### config.mk
export PLATFORM = sky130hd
export DESIGN_NAME = mips_multicycle_controller
export DESIGN_NICKNAME = d
export VERILOG_FILES = /design/src/rtl/mips_ctrl_pkg.sv /design/src/rtl/mips_alu_decoder.sv /design/src/rtl/mips_multicycle_controller.sv
export SDC_FILE = /design/constraint.sdc
export NUM_CORES = 1
export LEC_CHECK = 0
export BUFFER_PORTS_ARGS = -buffer_cell sky130_fd_sc_hd__buf_2
export CAP_MARGIN = 40
export CELL_PAD_IN_SITES_DETAIL_PLACEMENT = 2
export CELL_PAD_IN_SITES_GLOBAL_PLACEMENT = 2
export CORE_ASPECT_RATIO = 0.9
export CORE_MARGIN = 2
export CORE_UTILIZATION = 27
export CTS_CLUSTER_DIAMETER = 50
export DETAILED_ROUTE_END_ITERATION = 10
export PLACE_DENSITY_LB_ADDON = 0.1
export SETUP_SLACK_MARGIN = 0.05
export SKIP_CTS_REPAIR_TIMING = 1
export SLEW_MARGIN = 20
export SYNTH_ARGS = -nofsm -noshare
export SYNTH_HDL_FRONTEND = slang
export SYNTH_HIERARCHICAL = 1
export SYNTH_SLANG_ARGS = --single-unit
### constraint.sdc
create_clock -name clk -period 1.8 [get_ports clk]
set_input_delay 0.18 -clock clk [delete_from_list [all_inputs] [get_ports clk]]
set_output_delay 0.18 -clock clk [all_outputs]
set_load 0.02 [all_outputs]
### src/rtl/mips_ctrl_pkg.sv
// Shared encodings for the MIPS multicycle controller: opcodes, R-type funcs,
// ALU operation codes and FSM state encoding.
package mips_ctrl_pkg;

    localparam logic [5:0] OPC_RTYPE = 6'b000000;
    localparam logic [5:0] OPC_ADDI  = 6'b001000;
    localparam logic [5:0] OPC_SLTI  = 6'b001010;
    localparam logic [5:0] OPC_LW    = 6'b100011;
    localparam logic [5:0] OPC_SW    = 6'b101011;
    localparam logic [5:0] OPC_BEQ   = 6'b000100;
    localparam logic [5:0] OPC_J     = 6'b000010;
    localparam logic [5:0] OPC_JAL   = 6'b000011;

    localparam logic [5:0] FN_ADD = 6'b100000;
    localparam logic [5:0] FN_SUB = 6'b100010;
    localparam logic [5:0] FN_AND = 6'b100100;
    localparam logic [5:0] FN_OR  = 6'b100101;
    localparam logic [5:0] FN_SLT = 6'b101010;
    localparam logic [5:0] FN_JR  = 6'b001000;

    localparam logic [2:0] ALU_ADD = 3'b010;
    localparam logic [2:0] ALU_SUB = 3'b110;
    localparam logic [2:0] ALU_AND = 3'b000;
    localparam logic [2:0] ALU_OR  = 3'b001;
    localparam logic [2:0] ALU_SLT = 3'b111;

    typedef enum logic [2:0] {
        S_FETCH  = 3'd0,
        S_DECODE = 3'd1,
        S_EXEC   = 3'd2,
        S_MEM    = 3'd3,
        S_WB     = 3'd4
    } state_t;

endpackage

### src/rtl/mips_alu_decoder.sv
// Combinational decode of the latched instruction fields into an ALU operation
// code and a legality flag; unsupported opcode/func combinations clear is_legal.
module mips_alu_decoder
    import mips_ctrl_pkg::*;
(
    input  logic [5:0] ir_opc,
    input  logic [5:0] ir_func,
    output logic [2:0] alu_op,
    output logic       is_legal
);

    always_comb begin
        alu_op   = ALU_ADD;
        is_legal = 1'b1;
        case (ir_opc)
            OPC_RTYPE: begin
                case (ir_func)
                    FN_ADD:  alu_op = ALU_ADD;
                    FN_SUB:  alu_op = ALU_SUB;
                    FN_AND:  alu_op = ALU_AND;
                    FN_OR:   alu_op = ALU_OR;
                    FN_SLT:  alu_op = ALU_SLT;
                    FN_JR:   alu_op = ALU_ADD;
                    default: is_legal = 1'b0;
                endcase
            end
            OPC_ADDI, OPC_LW, OPC_SW, OPC_J, OPC_JAL: alu_op = ALU_ADD;
            OPC_SLTI: alu_op = ALU_SLT;
            OPC_BEQ:  alu_op = ALU_SUB;
            default:  is_legal = 1'b0;
        endcase
    end

endmodule

### src/rtl/mips_multicycle_controller.sv
// Multicycle MIPS control FSM (FETCH/DECODE/EXEC/MEM/WB) driving all datapath controls.
// Optional PERF_CNT_EN adds free-running cycle and retired-instruction counters.
module mips_multicycle_controller
    import mips_ctrl_pkg::*;
#(
    parameter int unsigned CNT_W = 32
) (
    input  logic             clk,
    input  logic             rst,
    input  logic [5:0]       OPC,
    input  logic [5:0]       Func,
    input  logic             zero,
    output logic             Jsel,
    output logic             Jrsel,
    output logic             regwrite,
    output logic             RegDst,
    output logic             ALUsrc,
    output logic             PCSrc,
    output logic [2:0]       ALU_operation,
    output logic             MemRead,
    output logic             MemWrite,
    output logic             MemToReg,
    output logic             pc_write,
`ifdef PERF_CNT_EN
    output logic [CNT_W-1:0] cycle_cnt,
    output logic [CNT_W-1:0] retired_cnt,
`endif
    output logic             illegal
);

    if (CNT_W < 1) begin : g_bad_cnt_w
        $error("CNT_W must be at least 1");
    end

    state_t     state_q, state_d;
    logic [5:0] ir_opc_q, ir_opc_d;
    logic [5:0] ir_func_q, ir_func_d;
    logic [2:0] dec_alu_op;
    logic       dec_legal;

    mips_alu_decoder u_alu_dec (
        .ir_opc   (ir_opc_q),
        .ir_func  (ir_func_q),
        .alu_op   (dec_alu_op),
        .is_legal (dec_legal)
    );

    logic is_rtype, is_jr, is_lw, is_sw, is_beq, uses_imm;
    assign is_rtype = (ir_opc_q == OPC_RTYPE);
    assign is_jr    = is_rtype && (ir_func_q == FN_JR);
    assign is_lw    = (ir_opc_q == OPC_LW);
    assign is_sw    = (ir_opc_q == OPC_SW);
    assign is_beq   = (ir_opc_q == OPC_BEQ);
    assign uses_imm = (ir_opc_q == OPC_ADDI) || (ir_opc_q == OPC_SLTI) || is_lw || is_sw;

    always_ff @(posedge clk or posedge rst) begin
        if (rst) begin
            state_q   <= S_FETCH;
            ir_opc_q  <= '0;
            ir_func_q <= '0;
        end else begin
            state_q   <= state_d;
            ir_opc_q  <= ir_opc_d;
            ir_func_q <= ir_func_d;
        end
    end

    always_comb begin
        state_d       = state_q;
        ir_opc_d      = ir_opc_q;
        ir_func_d     = ir_func_q;
        Jsel          = 1'b0;
        Jrsel         = 1'b0;
        regwrite      = 1'b0;
        RegDst        = 1'b0;
        ALUsrc        = 1'b0;
        PCSrc         = 1'b0;
        ALU_operation = 3'b000;
        MemRead       = 1'b0;
        MemWrite      = 1'b0;
        MemToReg      = 1'b0;
        pc_write      = 1'b0;
        illegal       = 1'b0;

        // Datapath selects are held constant from EXEC to the last state of the instruction.
        if (state_q == S_EXEC || state_q == S_MEM || state_q == S_WB) begin
            ALU_operation = dec_alu_op;
            ALUsrc        = uses_imm;
            RegDst        = is_rtype;
            MemToReg      = !is_lw;
        end

        case (state_q)
            S_FETCH: begin
                ir_opc_d  = OPC;
                ir_func_d = Func;
                state_d   = S_DECODE;
            end
            S_DECODE: begin
                if (!dec_legal) begin
                    illegal  = 1'b1;
                    pc_write = 1'b1;
                    state_d  = S_FETCH;
                end else if (ir_opc_q == OPC_J || ir_opc_q == OPC_JAL) begin
                    Jsel     = 1'b1;
                    regwrite = (ir_opc_q == OPC_JAL);
                    pc_write = 1'b1;
                    state_d  = S_FETCH;
                end else if (is_jr) begin
                    Jrsel    = 1'b1;
                    pc_write = 1'b1;
                    state_d  = S_FETCH;
                end else begin
                    state_d  = S_EXEC;
                end
            end
            S_EXEC: begin
                if (is_beq) begin
                    PCSrc    = zero;
                    pc_write = 1'b1;
                    state_d  = S_FETCH;
                end else if (is_lw || is_sw) begin
                    state_d  = S_MEM;
                end else begin
                    state_d  = S_WB;
                end
            end
            S_MEM: begin
                if (is_sw) begin
                    MemWrite = 1'b1;
                    pc_write = 1'b1;
                    state_d  = S_FETCH;
                end else begin
                    MemRead  = 1'b1;
                    state_d  = S_WB;
                end
            end
            S_WB: begin
                regwrite = 1'b1;
                MemRead  = is_lw;
                pc_write = 1'b1;
                state_d  = S_FETCH;
            end
            default: state_d = S_FETCH;
        endcase
    end

`ifdef PERF_CNT_EN
    logic [CNT_W-1:0] cycle_cnt_q, cycle_cnt_d;
    logic [CNT_W-1:0] retired_cnt_q, retired_cnt_d;

    // Illegal instructions still pulse pc_write but do not count as retired.
    always_comb begin
        cycle_cnt_d   = cycle_cnt_q + CNT_W'(1);
        retired_cnt_d = retired_cnt_q;
        if (pc_write && !illegal) begin
            retired_cnt_d = retired_cnt_q + CNT_W'(1);
        end
    end

    always_ff @(posedge clk or posedge rst) begin
        if (rst) begin
            cycle_cnt_q   <= '0;
            retired_cnt_q <= '0;
        end else begin
            cycle_cnt_q   <= cycle_cnt_d;
            retired_cnt_q <= retired_cnt_d;
        end
    end

    assign cycle_cnt   = cycle_cnt_q;
    assign retired_cnt = retired_cnt_q;
`endif

endmodule

==> flow_metrics.env <==
export IMPL_status="finished with violations"
export IMPL_violations="negative hold slack, negative setup slack"
export IMPL_grt_max_degree=16
export IMPL_yosys_cell_types_count=38
export IMPL_crit_required_ns=1.62
export IMPL_yosys_area_top_type="dfrtp_1"
export IMPL_hold_viol_final=15
export IMPL_synth_area_top_cells="dfrtp_1 (36%), mux2_2 (13%), nor2_1 (5.1%)"
export IMPL_relSlewSlack_pct=63.20
export IMPL_die_w_um=69.26
export IMPL_drive_gt1_share_pct=76.09
export IMPL_min_period_ns=2.247
export IMPL_cts_clk_slew_worst_paths_ns=0.06
export IMPL_tightestPinTransition_ns=0.5514
export IMPL_final_common_cell="buf_4"
export IMPL_gp_congestion=0.7685
export IMPL_place_ws_ns=-0.1207
export IMPL_ys_ff_latch=15
export IMPL_via_per_inst=5.152
export IMPL_antenna_found_initial=0
export IMPL_vdd_drop_max_mv=0.8734
export IMPL_cp_start_kind="register"
export IMPL_crit_end="pc_write"
export IMPL_min_path_type="in -> async"
export IMPL_p_total_mw=3.915
export IMPL_hold_ws_ns=-0.03769
export IMPL_syn_area_um2=1035
export IMPL_finalMaxSlewViolations=0
export IMPL_finalSetupViolCount=13
export IMPL_path_cells="nor4_4 > a22oi_2 > o41ai_2 > a31o_1 > a31oi_1 > a211o_2 > buf_6"
export IMPL_crit_slowest_cell="dfrtp_2"
export IMPL_syn_inst=107
export IMPL_placed_area_um2=1469
export IMPL_num_rows=21
export IMPL_io_pins=29
export IMPL_clock_latency_ns=0.25
export IMPL_crit_path_end_kind="output pin"
export IMPL_worst_path_buf_inv=1
export IMPL_r2r_start="ir_opc_q[4]$_DFFE_PP0N_"
export IMPL_avgSynthCellArea_um2=9.670
export IMPL_synth_edff_count=0
export IMPL_fmaxAchievable_mhz=444.9
export IMPL_layout_common_cells="buf_4 (34), buf_6 (24), buf_2 (15)"
export IMPL_clkSinkCount=15
export IMPL_max_cap_violations=0
export IMPL_grt_ovfl_total=0
export IMPL_nNetsFinal=200
export IMPL_dieArea_um2=4344
export IMPL_dr_pass1_iters=4
export IMPL_clk_path_buf_depth=2
export IMPL_first_global_vias=1158
export IMPL_worst_path_stages=7
export IMPL_critPathTopFamily="compound AO/OA/AOI/OAI gates"
export IMPL_reg2regPathDepth=11
export IMPL_yosysSeqAreaShare_pct=36.28
export IMPL_synth_top_area_share_pct=36.28
export IMPL_synthFlopType="dfrtp_1"
export IMPL_grt_pass1_wl_um=5802
export IMPL_finalSetupTns_ns=-2.909
export IMPL_wl_per_cell_um=20.89
export IMPL_max_stage_delay_ns=0.46
export IMPL_drt_iter0_drc=25
export IMPL_antennaDiodeCount=0
export IMPL_io_buffers=28
export IMPL_async_flop_share_pct=100.0
export IMPL_p_leak_nw=0.8593
export IMPL_yosysWarnings=6
export IMPL_critPathKind="reg -> out"
export IMPL_die_h_um=62.73
export IMPL_remaining_drc_errors=0
export IMPL_grt_usage_pct=16.85
export IMPL_initial_core_util_pct=27.93
export IMPL_p_per_area_nw_per_um2=1969
export IMPL_worstReg2RegEnd="state_q[2]$_DFF_PP0_"
export IMPL_vias=1185
export IMPL_cts_root_buf="clkbuf_8"
export IMPL_dp_hpwl_um=2781
export IMPL_finalWorstSetupSlack_ns=-0.4475
export IMPL_fin_crit_sh_pct=124.9
export IMPL_wl_um=4805
export IMPL_htreeDepth=1
export IMPL_stdcell_area_um2=1988
export IMPL_rrSetupSlack_ns=-0.01
export IMPL_numCtsBuffers=3
export IMPL_fin_skew_ns=0.001000
export IMPL_areaGrowthSynthToFinish_pct=92.14
export IMPL_antenna_left=0
export IMPL_syn_num_nets=122
export IMPL_startpoint="ir_opc_q[0]$_DFFE_PP0N_"
export IMPL_rsz0062_at_grt="yes"
export IMPL_coreArea_um2=3705
export IMPL_critPathArrivalTime_ns=2.07
export IMPL_worst_path_max_fanout=5
export IMPL_cts_tree="done"
[worst register-to-register path, delay by kind of cell (launching register included)]
family / cells / cell delay, ns
flops: 1 / 0.47
compound gates: 1 / 0.12
simple gates: 3 / 0.27
buf+inv: 7 / 0.84
[registers in the layout, summed over array words and instances (netlist names)]
signal	cells
ir_func_q	6
ir_opc_q	6
state_q	3
[synth_stat cells, types with 2 or more instances]
library cell	count
nor2_1	14
inv_1	3
nand3_1	5
nand2b_1	2
nand4_1	3
o21ai_0	4
nand3b_1	2
a22oi_1	2
nor4_1	3
dfrtp_1	15
a21oi_1	2
nor4b_1	2
nand2_1	5
nor3_1	2
nor3b_1	5
mux2_2	12
nor2b_1	4
a31oi_1	2
[kinds of logic (layout without fill, tap and decap cells)]
kind of cell           after synthesis  in the layout  share of synthesized area (%)
AOI/OAI and AO/OA                   18             18                          12.21
buffers and inverters                5             82                          2.902
DFF                                 15             15                          36.28
muxes                               13             13                          14.03
and+or+nand+nor                     56             56                          34.58
[area by class of cell]
cell class / count / area [µm²]
fillers: 369 / 1717
multi-input cells: 87 / 852.1
repair buffers: 75 / 635.6
flip-flops and latches: 15 / 386.6
well taps: 46 / 57.56
clock buffers: 4 / 45.04
inverters: 3 / 11.26
[layer usage]
layer | vias to the layer above | routed length, µm | share of wire (%) | track usage (%)
li1 | 557 | - | - | -
met1 | 591 | 2139 | 45 | 24.45
met2 | 28 | 2431 | 51 | 25.60
met3 | 9 | 135 | 2.8 | 2.258
met4 | 0 | 98 | 2.0 | 5.882
met5 | - | 0 | 0 | 0
[worst min path at each step]
| stage | to | depth (start not counted) | start | slack, ns |
|---|---|---|---|---|
| CTS | ir_func_q[3]$_DFFE_PP0N_ | 2 | rst | -0.01 |
| floorplan | ir_func_q[0]$_DFFE_PP0N_ | 1 | rst | 0.08 |
| finish | ir_func_q[4]$_DFFE_PP0N_ | 2 | rst | -0.04 |
| global route | ir_func_q[3]$_DFFE_PP0N_ | 2 | rst | 0.03 |
| detailed placement | ir_func_q[3]$_DFFE_PP0N_ | 2 | rst | 0.26 |
| global placement | ir_func_q[4]$_DFFE_PP0N_ | 2 | rst | 0.25 |
[through the flow]
| stage | utilization [%] | cells | hold slack [ns] |
|---|---|---|---|
| detailed placement | 39.65 | 210 | 0.2638 |
| floorplan | - | 107 | 0.08141 |
| global placement | 39.65 | 210 | 0.2537 |
| CTS | 40.86 | 214 | -0.01275 |
| finish | 53.66 | 230 | -0.03769 |
| global route | 53.66 | 230 | 0.03041 |
[power by group]
part           internal (mW)  switching (mW)  leakage [nW]
Combinational           1.50            1.24         0.667
Clock                  0.157           0.120        0.0228
Sequential             0.528           0.376         0.170
(Power assumes the default switching activity.)
